--- config.mk ---
export PLATFORM = sky130hd
export DESIGN_NAME = regfile_wb_arbiter_flat
export DESIGN_NICKNAME = d
export VERILOG_FILES = /design/src/rtl/regfile_wb_arbiter_pkg.sv /design/src/rtl/regfile_wb_arbiter_if.sv /design/src/rtl/regfile_wb_arbiter_grant.sv /design/src/rtl/regfile_wb_arbiter.sv /design/src/flat_wrapper.sv
export SDC_FILE = /design/constraint.sdc
export NUM_CORES = 1
export LEC_CHECK = 0
export CELL_PAD_IN_SITES_DETAIL_PLACEMENT = 1
export CELL_PAD_IN_SITES_GLOBAL_PLACEMENT = 1
export CORE_MARGIN = 5
export CORE_UTILIZATION = 31
export CTS_BUF_LIST = sky130_fd_sc_hd__clkbuf_8
export CTS_CLUSTER_DIAMETER = 200
export DETAILED_ROUTE_END_ITERATION = 8
export PLACE_DENSITY_LB_ADDON = 0.1
export SLEW_MARGIN = 20
export SYNTH_ARGS = -nofsm -noshare
export SYNTH_HDL_FRONTEND = slang
export SYNTH_SLANG_ARGS = --single-unit
--- constraint.sdc ---
create_clock -name Clk -period 4.9 [get_ports Clk]
set_input_delay 0.735 -clock Clk [delete_from_list [all_inputs] [get_ports Clk]]
set_output_delay 0.735 -clock Clk [all_outputs]
set_load 0.01 [all_outputs]
--- src/rtl/regfile_wb_arbiter_pkg.sv ---
// Shared types and constants for the register-file writeback arbiter.
package regfile_wb_arbiter_pkg;
  localparam int unsigned REG_ADDR_W = 5;
  localparam int unsigned REG_DATA_W = 32;
  localparam logic [REG_ADDR_W-1:0] ZERO_REG = 5'd0;

  typedef enum logic {
    ST_ARB  = 1'b0,
    ST_LOCK = 1'b1
  } arb_state_e;
endpackage

--- src/rtl/regfile_wb_arbiter_if.sv ---
// Two writeback requesters plus the registered register-file write port.
interface regfile_wb_arbiter_if;
  import regfile_wb_arbiter_pkg::*;

  logic                  Req0Valid;
  logic [REG_ADDR_W-1:0] Req0Addr;
  logic [REG_DATA_W-1:0] Req0Data;
  logic                  Req0Ready;
  logic                  Req1Valid;
  logic [REG_ADDR_W-1:0] Req1Addr;
  logic [REG_DATA_W-1:0] Req1Data;
  logic                  Req1Last;
  logic                  Req1Ready;
  logic [REG_ADDR_W-1:0] RW;
  logic [REG_DATA_W-1:0] BusW;
  logic                  RegWr;
  logic                  Locked;

  modport master (
    output Req0Valid, Req0Addr, Req0Data, Req1Valid, Req1Addr, Req1Data, Req1Last,
    input  Req0Ready, Req1Ready, RW, BusW, RegWr, Locked
  );

  modport slave (
    input  Req0Valid, Req0Addr, Req0Data, Req1Valid, Req1Addr, Req1Data, Req1Last,
    output Req0Ready, Req1Ready, RW, BusW, RegWr, Locked
  );
endinterface

--- src/rtl/regfile_wb_arbiter_grant.sv ---
// Combinational grant select; ptr=0 favours requester 0 on a conflict.
module wbarb_grant
  import regfile_wb_arbiter_pkg::*;
(
  input  logic       v0,
  input  logic       v1,
  input  arb_state_e state,
  input  logic       ptr,
  output logic       gnt0,
  output logic       gnt1
);
  always_comb begin
    gnt0 = 1'b0;
    gnt1 = 1'b0;
    if (state == ST_LOCK) begin
      gnt1 = v1;
    end else begin
      gnt0 = v0 & (~v1 | ~ptr);
      gnt1 = v1 & (~v0 |  ptr);
    end
  end
endmodule

--- src/rtl/regfile_wb_arbiter.sv ---
// Writeback arbiter: two requesters share the register-file write port.
// WBARB_ROUND_ROBIN_EN selects round-robin conflict resolution (default: requester 0 wins).
module regfile_wb_arbiter
  import regfile_wb_arbiter_pkg::*;
(
  input  logic                 Clk,
  input  logic                 Reset,
  regfile_wb_arbiter_if.slave  bus
);
  arb_state_e            state_q, state_d;
  logic [REG_ADDR_W-1:0] rw_q, rw_d;
  logic [REG_DATA_W-1:0] busw_q, busw_d;
  logic                  regwr_q, regwr_d;
  logic                  gnt0, gnt1, xfer0, xfer1;
  logic                  ptr;

`ifdef WBARB_ROUND_ROBIN_EN
  logic ptr_q, ptr_d;
  assign ptr = ptr_q;
`else
  assign ptr = 1'b0;
`endif

  wbarb_grant u_grant (
    .v0    (bus.Req0Valid),
    .v1    (bus.Req1Valid),
    .state (state_q),
    .ptr   (ptr),
    .gnt0  (gnt0),
    .gnt1  (gnt1)
  );

  assign bus.Req0Ready = gnt0 & ~Reset;
  assign bus.Req1Ready = gnt1 & ~Reset;
  assign xfer0 = bus.Req0Valid & bus.Req0Ready;
  assign xfer1 = bus.Req1Valid & bus.Req1Ready;

  always_comb begin
    state_d = state_q;
    rw_d    = rw_q;
    busw_d  = busw_q;
    regwr_d = 1'b0;
`ifdef WBARB_ROUND_ROBIN_EN
    ptr_d   = ptr_q;
`endif
    // Register-0 writes complete the handshake but leave the port untouched.
    if (xfer0) begin
      if (bus.Req0Addr != ZERO_REG) begin
        rw_d    = bus.Req0Addr;
        busw_d  = bus.Req0Data;
        regwr_d = 1'b1;
      end
`ifdef WBARB_ROUND_ROBIN_EN
      ptr_d = 1'b1;
`endif
    end else if (xfer1) begin
      if (bus.Req1Addr != ZERO_REG) begin
        rw_d    = bus.Req1Addr;
        busw_d  = bus.Req1Data;
        regwr_d = 1'b1;
      end
      state_d = bus.Req1Last ? ST_ARB : ST_LOCK;
`ifdef WBARB_ROUND_ROBIN_EN
      ptr_d = 1'b0;
`endif
    end
  end

  always_ff @(posedge Clk or posedge Reset) begin
    if (Reset) begin
      state_q <= ST_ARB;
      rw_q    <= '0;
      busw_q  <= '0;
      regwr_q <= 1'b0;
`ifdef WBARB_ROUND_ROBIN_EN
      ptr_q   <= 1'b0;
`endif
    end else begin
      state_q <= state_d;
      rw_q    <= rw_d;
      busw_q  <= busw_d;
      regwr_q <= regwr_d;
`ifdef WBARB_ROUND_ROBIN_EN
      ptr_q   <= ptr_d;
`endif
    end
  end

  assign bus.RW     = rw_q;
  assign bus.BusW   = busw_q;
  assign bus.RegWr  = regwr_q;
  assign bus.Locked = (state_q == ST_LOCK);
endmodule
--- src/flat_wrapper.sv ---
// flat-port wrapper written by rule: the top's interface ports become plain ports
module regfile_wb_arbiter_flat import regfile_wb_arbiter_pkg::*;
  (Clk, Reset, bus_Req0Valid, bus_Req0Addr, bus_Req0Data, bus_Req1Valid, bus_Req1Addr, bus_Req1Data, bus_Req1Last, bus_Req0Ready, bus_Req1Ready, bus_RW, bus_BusW, bus_RegWr, bus_Locked);
  regfile_wb_arbiter_if bus_i ();
  input  logic Clk;
  input  logic Reset;
  input wire logic [$bits(bus_i.Req0Valid)-1:0] bus_Req0Valid;
  input wire logic [$bits(bus_i.Req0Addr)-1:0] bus_Req0Addr;
  input wire logic [$bits(bus_i.Req0Data)-1:0] bus_Req0Data;
  input wire logic [$bits(bus_i.Req1Valid)-1:0] bus_Req1Valid;
  input wire logic [$bits(bus_i.Req1Addr)-1:0] bus_Req1Addr;
  input wire logic [$bits(bus_i.Req1Data)-1:0] bus_Req1Data;
  input wire logic [$bits(bus_i.Req1Last)-1:0] bus_Req1Last;
  output wire logic [$bits(bus_i.Req0Ready)-1:0] bus_Req0Ready;
  output wire logic [$bits(bus_i.Req1Ready)-1:0] bus_Req1Ready;
  output wire logic [$bits(bus_i.RW)-1:0] bus_RW;
  output wire logic [$bits(bus_i.BusW)-1:0] bus_BusW;
  output wire logic [$bits(bus_i.RegWr)-1:0] bus_RegWr;
  output wire logic [$bits(bus_i.Locked)-1:0] bus_Locked;
  assign bus_i.Req0Valid = bus_Req0Valid;
  assign bus_i.Req0Addr = bus_Req0Addr;
  assign bus_i.Req0Data = bus_Req0Data;
  assign bus_i.Req1Valid = bus_Req1Valid;
  assign bus_i.Req1Addr = bus_Req1Addr;
  assign bus_i.Req1Data = bus_Req1Data;
  assign bus_i.Req1Last = bus_Req1Last;
  assign bus_Req0Ready = bus_i.Req0Ready;
  assign bus_Req1Ready = bus_i.Req1Ready;
  assign bus_RW = bus_i.RW;
  assign bus_BusW = bus_i.BusW;
  assign bus_RegWr = bus_i.RegWr;
  assign bus_Locked = bus_i.Locked;
  regfile_wb_arbiter u_core (.Clk(Clk), .Reset(Reset), .bus(bus_i));
endmodule
## Word level (Yosys, flattened, before mapping)

Index checks and enable logic that the tools add are counted.

- Reductions and logical operators: 6
- Mux-type cells: 15
- Equal/unequal tests: 1
- Bitwise gates (word level): 8

Operator list:

| cell | number |
|---|---|
| 32-bit two-way mux | 4 |
| 5-bit two-way mux | 4 |
| 5-bit nonzero test | 2 |
| 1-bit two-way mux | 7 |
| 1-bit AND | 5 |
| 2-bit nonzero test | 2 |
| 1-bit NOT | 3 |
| 3-bit AND reduction | 1 |
| 2-bit inequality test (second input constant) | 1 |
| 2-bit AND reduction | 1 |

- Output and inout bits: 41
- Register bits: 39
- Word-level logic and storage cells: 34
- Input port bits: 79

## Depth between registers and ports, before layout

Gate-level depths: netlist (run 1).

- Word-level depth: 7
- Mapped depth: 6
- Depth with buffers taken out: 4

## Cells and area by module

A second synthesis (run 1) with hierarchy kept.

- Cell total of the unflattened synthesis: 138
- Area, all modules: 2035.7 µm²

Modules (own cells, without submodules):

| module | area each (µm²) | times used | seq. area each (µm²) | cells an instance |
|---|---|---|---|---|
| regfile_wb_arbiter | 2009.4 | 1 | 975.9 | 135 |
| wbarb_grant | 26.3 | 1 | 0.0 | 3 |

## Least setup slack after synthesis (run 1)

No wires, ideal clock.

- Path type: in2reg
- From: in Reset
- To: reg u_core.busw_q[0] (netlist: u_core.bus.BusW[0])
- Cell stages on the path: 6
- Slack: 2.075 ns
- Arrival time: 2.700 ns
- Cells stage by stage: inv_1 > nand3_1 > o21ai_1 > buf_6 > buf_6 > mux2_4

- Cells in the longest elaborated chain, start to end: 5
- Elaborated cells between the ends (all ways): 10

Ends and longest elaborated chain:

| what | line | source |
|---|---|---|
| start, declared | flat_wrapper.sv:6 | `input logic Reset;` |
| 1-bit NOT * | regfile_wb_arbiter.sv:33, regfile_wb_arbiter.sv:34 |  |
| 1-bit AND (on tied branches) | regfile_wb_arbiter.sv:33, regfile_wb_arbiter.sv:34 |  |
| 1-bit AND (on tied branches) | regfile_wb_arbiter.sv:35, regfile_wb_arbiter.sv:36 |  |
| 2-bit inequality test (no line) / 2-bit nonzero test (equally long branches) | -- |  |
| 3-bit AND reduction (no line) | -- |  |
| end signal, assigned | regfile_wb_arbiter.sv:81 | `busw_q <= busw_d;` |
| end, declared | regfile_wb_arbiter.sv:12 | `logic [REG_DATA_W-1:0] busw_q, busw_d;` |

Mark *: on every way between the ends. The rest lies on a longest branch, timed or not.
A chain may end at the register's enable or synchronous reset.

## Final worst setup path (run 1)

- From: in Reset
- To: out bus_Req0Ready

- Cells in the longest elaborated chain, start to end: 2

Ends and longest elaborated chain:

| what | line | source |
|---|---|---|
| 1-bit NOT | regfile_wb_arbiter.sv:33 | `assign bus.Req0Ready = gnt0 & ~Reset;` |
| 1-bit AND | regfile_wb_arbiter.sv:33 |  |
| end, declared | flat_wrapper.sv:14 | `output wire logic [$bits(bus_i.Req0Ready)-1:0] bus_Req0Ready;` |

No other way between the ends.

==> results of run 1 <==
layout make-up:
type                    count  area [um^2]
clock buffers               5        68.82
well taps                  77        96.34
flip-flops and latches     39        975.9
inverters                   2        7.507
fillers                   674         2954
repair buffers            123         1221
clock inverters             3        12.51
multi-input cells          84        977.2
layer usage:
layer,routed length [um],track usage [%]
met5,0,0
met4,59,4.467
met3,495,5.250
met2,2832,24.27
met1,2390,17.37
logic make-up (layout without fill, tap and decap cells):
logic type,count (synthesis),after routing
compound gates,3,3
buf+inv,10,133
flops,39,39
mux,74,74
simple gates,7,7
flip-flops by register name, summed over array words and instances (netlist names):
name / cells
u_core.bus.BusW: 32
u_core.bus.Locked: 1
u_core.bus.RW: 5
u_core.bus.RegWr: 1
per-stage QoR:
| stage | std cells | instance area, um^2 | power, uW | util [%] |
|---|---|---|---|---|
| 6_report | 333 | 3359 | 1187 | 53.21 |
| 5_1_grt | 333 | 3359 | 1263 | 53.21 |
| 4_1_cts | 333 | 3359 | 1214 | 53.21 |
| 3_5_place_dp | 325 | 3278 | 1002 | 51.92 |
| 3_3_place_gp | 325 | 3278 | 990.8 | 51.92 |
| 2_1_floorplan | 133 | 2002 | 702.0 | - |
Yosys cell counts:
library cell / instances
nor3b_1: 1
mux2_4: 19
mux2_2: 55
o21ai_1: 2
nand2b_1: 1
dfrtp_1: 39
or4_1: 2
buf_6: 3
buf_2: 4
o21ai_0: 1
nand2_1: 1
clkbuf_1: 1
inv_1: 2
nor2_1: 1
nand3_1: 1
power by group through the flow:
stage | logic, uW | clock network [uW] | registers [uW]
2_1_floorplan | 190 | 0 | 512
3_3_place_gp | 523 | 0 | 468
3_5_place_dp | 530 | 0 | 473
4_1_cts | 533 | 213 | 468
5_1_grt | 556 | 230 | 477
6_report | 519 | 202 | 466
final timing paths:
| check | to | slack (ns) | depth (start not counted) |
|---|---|---|---|
| setup / recovery | bus_Req0Ready | 1.95 | 4 |
| hold / removal | u_core.bus.BusW[18] | 0.51 | 1 |
| setup reg to reg | u_core.bus.BusW[19] | 2.60 | 6 |
| hold reg to reg | u_core.bus.BusW[18] | 0.51 | 1 |
| max in group asynchronous | u_core.bus.RW[3] | 3.60 | 3 |
| min in group asynchronous | u_core.bus.BusW[6] | 0.95 | 3 |
==> impl_metrics.ini, run 1 <==
[floorplanning]
die_y_um = 90.36
rows = 29
ioPinCount = 120
start_util_pct = 31.71
fp.dieW_um = 90.36
core-area_um2 = 6314
dieArea_um2 = 8165

[timing]
tns_ns = 0
slew_headroom_pct = 57.31
period_share_pct = 60.23
drv_slew = 0
setup_violations = 0
holdWs_ns = 0.5051
fin_crit_ns = 2.951
finalHoldViolations = 0
worst_pin_slew_ns = 0.6380
finClkSkew_ns = 0.006857
clock.fmax_mhz = 338.8
rsz0062_at_grt = no
layout_setup_ws_ns = 1.949

[critical_path]
path_cells = clkdlybuf4s50_1 -> nor3b_2 -> buf_4 -> clkdlybuf4s50_1
r2r_start = u_core.bus.Locked
path_delay_family = buffers and inverters
worstPathRequired_ns = 4.16
critical_path_arrival_ns = 2.22
end_kind = output port
critPathBufInv = 3
path_class = input pin to output port
critPathLaunchType = input pin
path_max_fanout = 15
crit_top_cell = clkdlybuf4s50_1
slowest_delay_ns = 0.57
crit_slowest_cell = clkdlybuf4s50_1
setup.worst_path.start = Reset

[pwr]
leakage_uw = 0.001374
pwr-share-clk_pct = 17.0
p_seq_share_pct = 39.3
p_comb_share_pct = 43.7
power_density_nw_per_um2 = 353.3
netSwitchingPower_uw = 327.6
peakVddDrop_v = 0.0001895
switching_share_pct = 27.60
p_int_uw = 859.3

[detailed_routing]
final_antenna_net_count = 0
drtIter0Drc = 18
wl_per_cell_um = 17.35
via_per_inst = 4.556
drcViolationCount = 0
drt_wl_total_um = 5778
firstDrtPassIters = 4
vias = 1517

[global_route]
antenna_found_initial = 0
grt_pass1_vias = 1800
grt_pass1_wl_um = 9473
grt_start_max_net_pins = 40
grt-ovfl-total = 0
grt_usage_pct = 14.52

[layout]
syn_to_final_growth_pct = 67.81
final_common_cell = clkdlybuf4s50_1
drive_gt1_share_pct = 33.98
diodes = 0
mostFrequentLayoutCells = 119 x clkdlybuf4s50_1, 55 x mux2_2, 39 x dfrtp_1
layout.nets = 334

[placed_design]
portBuffers = 119
hpwl_um = 4490
post-place-ws_ns = 1.788
routabilityCongestion = 0.6765

[logic_synthesis]
syn-cell-area_um2 = 2002
synth_seq_cells = 39
syn_avg_cell_area_um2 = 15.05
ys_top_cells_by_area = dfrtp_1 49%, mux2_2 31%, mux2_4 14%
synthXorXnorAreaFrac_pct = 0
synth_compound_area_share_pct = 0.7500
synth_top_family_by_area = multiplexers
synth_area_leader_cell = dfrtp_1
synth_cells = 133
synth_fp_nets = 212
synth_fa_ha_area_share_pct = 0
yosysTopAreaCellShare_pct = 48.75
synth-simple-area-share_pct = 2.062
synth_mux_area_share_pct = 45.19
yosys.cell_types.count = 15
yosysWarnings = 0
ys_seq_area_share_pct = 48.75

[min_path]
hp-class = register to register
holdCritStartpoint = u_core.bus.BusW[18]

[cts]
cts_resized = 0
cts-root-buf = clkbuf_8
post-cts-setup-buffer-count = 0
htreeDepth = 2
clkTransAtPathRegs_ns = 0.07
tritoncts = yes
cts_hold_buf = 0
cts_sinks = 39
clock_latency_ns = 0.29
clockBufferDepth = 2
numCtsBuffers = 5

[status]
status = finished, final reports clean

[job]
max_cap_violations = 0
Note: power is estimated with default switching activity, not from simulation.
==> run 2, diff against run 1 <==
--- a/config.mk
+++ b/config.mk
@@ -8,7 +8,7 @@
 export CELL_PAD_IN_SITES_DETAIL_PLACEMENT = 1
 export CELL_PAD_IN_SITES_GLOBAL_PLACEMENT = 1
 export CORE_MARGIN = 5
-export CORE_UTILIZATION = 31
+export CORE_UTILIZATION = 26
 export CTS_BUF_LIST = sky130_fd_sc_hd__clkbuf_8
 export CTS_CLUSTER_DIAMETER = 200
 export DETAILED_ROUTE_END_ITERATION = 8
==> constraint.sdc (replaced) <==
create_clock -name Clk -period 2.6 [get_ports Clk]
set_input_delay 0.39 -clock Clk [delete_from_list [all_inputs] [get_ports Clk]]
set_output_delay 0.39 -clock Clk [all_outputs]
set_load 0.01 [all_outputs]
==> run 2 against run 1 <==
Effect of this change:
- hold slack better by 0.0024 ns
- count of clock-buffer cells in the layout increased by 2
- wire length rose by 0.48%
- power is 96% higher
- die area increased by 17%
- clock skew decreased by 0.0022 ns
- critical path depth unchanged
- critical path type unchanged
- global-route usage is 2.2 points lower
- worst setup slack worse by 1.6 ns
- non-clock buffer count grew 5
- sequential share of layout area is 0.94 points lower
- cell count rose by 9.0%
==> impl_metrics.ini, run 2 (same netlist as run 1, synthesis figures left out) <==
[cts]
clock_latency_ns = 0.28
numCtsBuffers = 5
tritoncts = yes
cts_resized = 0
cts_sinks = 39
post-cts-setup-buffer-count = 0
clkTransAtPathRegs_ns = 0.07
cts_hold_buf = 0
clockBufferDepth = 2
htreeDepth = 2
cts-root-buf = clkbuf_8

[floorplanning]
die_y_um = 97.75
core-area_um2 = 7607
start_util_pct = 26.32
fp.dieW_um = 97.75
rows = 32
dieArea_um2 = 9554
ioPinCount = 120

[critical_path]
path_class = input pin to output port
worstPathRequired_ns = 2.21
r2r_start = u_core.bus.Locked
setup.worst_path.start = Reset
critPathLaunchType = input pin
end_kind = output port
path_max_fanout = 8
critical_path_arrival_ns = 1.82
r2r_setup_slack_ns = 0.67
reg2reg_depth = 5

[placed_design]
place_area_um2 = 3372
dp_cells = 355
portBuffers = 119
hpwl_um = 4597
routabilityCongestion = 0.6909

[global_route]
grt-ovfl-total = 0
grt_pass1_vias = 1753
grt_pass1_wl_um = 9501
grt_usage_pct = 12.32
antenna_found_initial = 0
grt_start_max_net_pins = 40

[timing]
setup_violations = 0
worst_pin_slew_ns = 0.5006
rsz0062_at_grt = no
finalHoldViolations = 0
finClkSkew_ns = 0.004646
drv_slew = 0
clock.fmax_mhz = 452.4
slew_headroom_pct = 66.50
period_share_pct = 85.02
fin_crit_ns = 2.211
tns_ns = 0

[layout]
syn_to_final_growth_pct = 73.44
largest_reg_flops = 32
drive_gt1_share_pct = 35.63
final-seq-area_um2 = 975.9
layout.nets = 339
mostFrequentLayoutCells = 119 x clkdlybuf4s50_1, 55 x mux2_2, 39 x dfrtp_1
instances_no_fill = 363
diodes = 0
multi_input_area_um2 = 977.2
final_common_cell = clkdlybuf4s50_1
stdcell_area_um2 = 3472
fill_cells = 802

[pwr]
p_seq_share_pct = 37.8
switching_share_pct = 26.90
peakVddDrop_v = 0.0002221
netSwitchingPower_uw = 624.5
leakage_uw = 0.001412
power_density_nw_per_um2 = 668.7
total_power_uw = 2322
p_comb_share_pct = 43.2
pwr-share-clk_pct = 19.0
p_int_uw = 1697

[detailed_routing]
drt_wl_total_um = 5806
vias = 1566
via_per_inst = 4.314
drcViolationCount = 0
wl_per_cell_um = 15.99
final_antenna_net_count = 0
drtIter0Drc = 26
firstDrtPassIters = 4

[min_path]
holdPathStages = 1
hp-class = register to register
holdCritStartpoint = u_core.bus.BusW[6]

[job]
max_cap_violations = 0

[status]
status = finished, final reports clean
-- run 2: cell count changes in the layout (fill, tap and decap cells not counted), sizes merged --
cell and change:
buf +5, clkbuf +2, clkinv -1, inv -1
-- run 2: stage by stage --
| step | hold slack (ns) | util (%) | setup slack [ns] |
|---|---|---|---|
| 3_3_place_gp | 0.4895 | 44.33 | 0.2609 |
| 4_1_cts | 0.5141 | 45.64 | 0.3501 |
| 3_5_place_dp | 0.4961 | 44.33 | 0.1947 |
| 6_report | 0.5076 | 45.64 | 0.3894 |
| 2_1_floorplan | 0.4995 | - | 0.1200 |
| 5_1_grt | 0.5250 | 45.64 | 0.3282 |
-- run 2: power by group through the flow --
stage	Combinational [uW]	Clock, uW	Sequential (uW)
after detailed placement	1020	0	889
after global placement	1010	0	886
after floorplan	357	0	966
after CTS	1020	460	882
after global routing	1060	492	906
final	1000	441	878
-- run 2: area by class of cell --
| type | instances | share of cell area [%] |
|---|---|---|
| Timing Repair Buffer | 128 | 36.97 |
| Multi-Input combinational cell | 84 | 28.14 |
| Sequential cell | 39 | 28.11 |
| Tap cell | 102 | 3.676 |
| Clock buffer | 7 | 2.775 |
| Inverter | 2 | 0.2162 |
| Clock inverter | 1 | 0.1081 |
-- run 2: worst max-delay path, cell delays in order --
cell	delay, ns
clkdlybuf4s50_1	0.45
nor3b_2	0.21
buf_4	0.21
clkdlybuf4s50_1	0.56
-- run 2: path summary, 6_finish.rpt --
check	end
setup / recovery	bus_Req0Ready
hold / removal	u_core.bus.BusW[6]
setup reg to reg	u_core.bus.BusW[31]
hold reg to reg	u_core.bus.BusW[6]
max in group asynchronous	u_core.bus.BusW[2]
min in group asynchronous	u_core.bus.BusW[30]
-- run 2: routing by layer --
metal  wire length (um)  vias up  GRT usage [%]  share of wire [%]
met5                  0        -              0                  0
li1                   -      728              -                  -
met1               2568      766          15.34                 44
met4                 47        0          2.875               0.81
met3                520        5          6.000                9.0
met2               2669       67          19.35                 46
==> run 3, diff against run 2 <==
--- a/config.mk
+++ b/config.mk
@@ -5,6 +5,7 @@
 export SDC_FILE = /design/constraint.sdc
 export NUM_CORES = 1
 export LEC_CHECK = 0
+export ABC_AREA = 0
 export CELL_PAD_IN_SITES_DETAIL_PLACEMENT = 1
 export CELL_PAD_IN_SITES_GLOBAL_PLACEMENT = 1
 export CORE_MARGIN = 5
==> results of run 3 <==
Same layout as run 2: the final DEF is identical, and so are final timing and power.
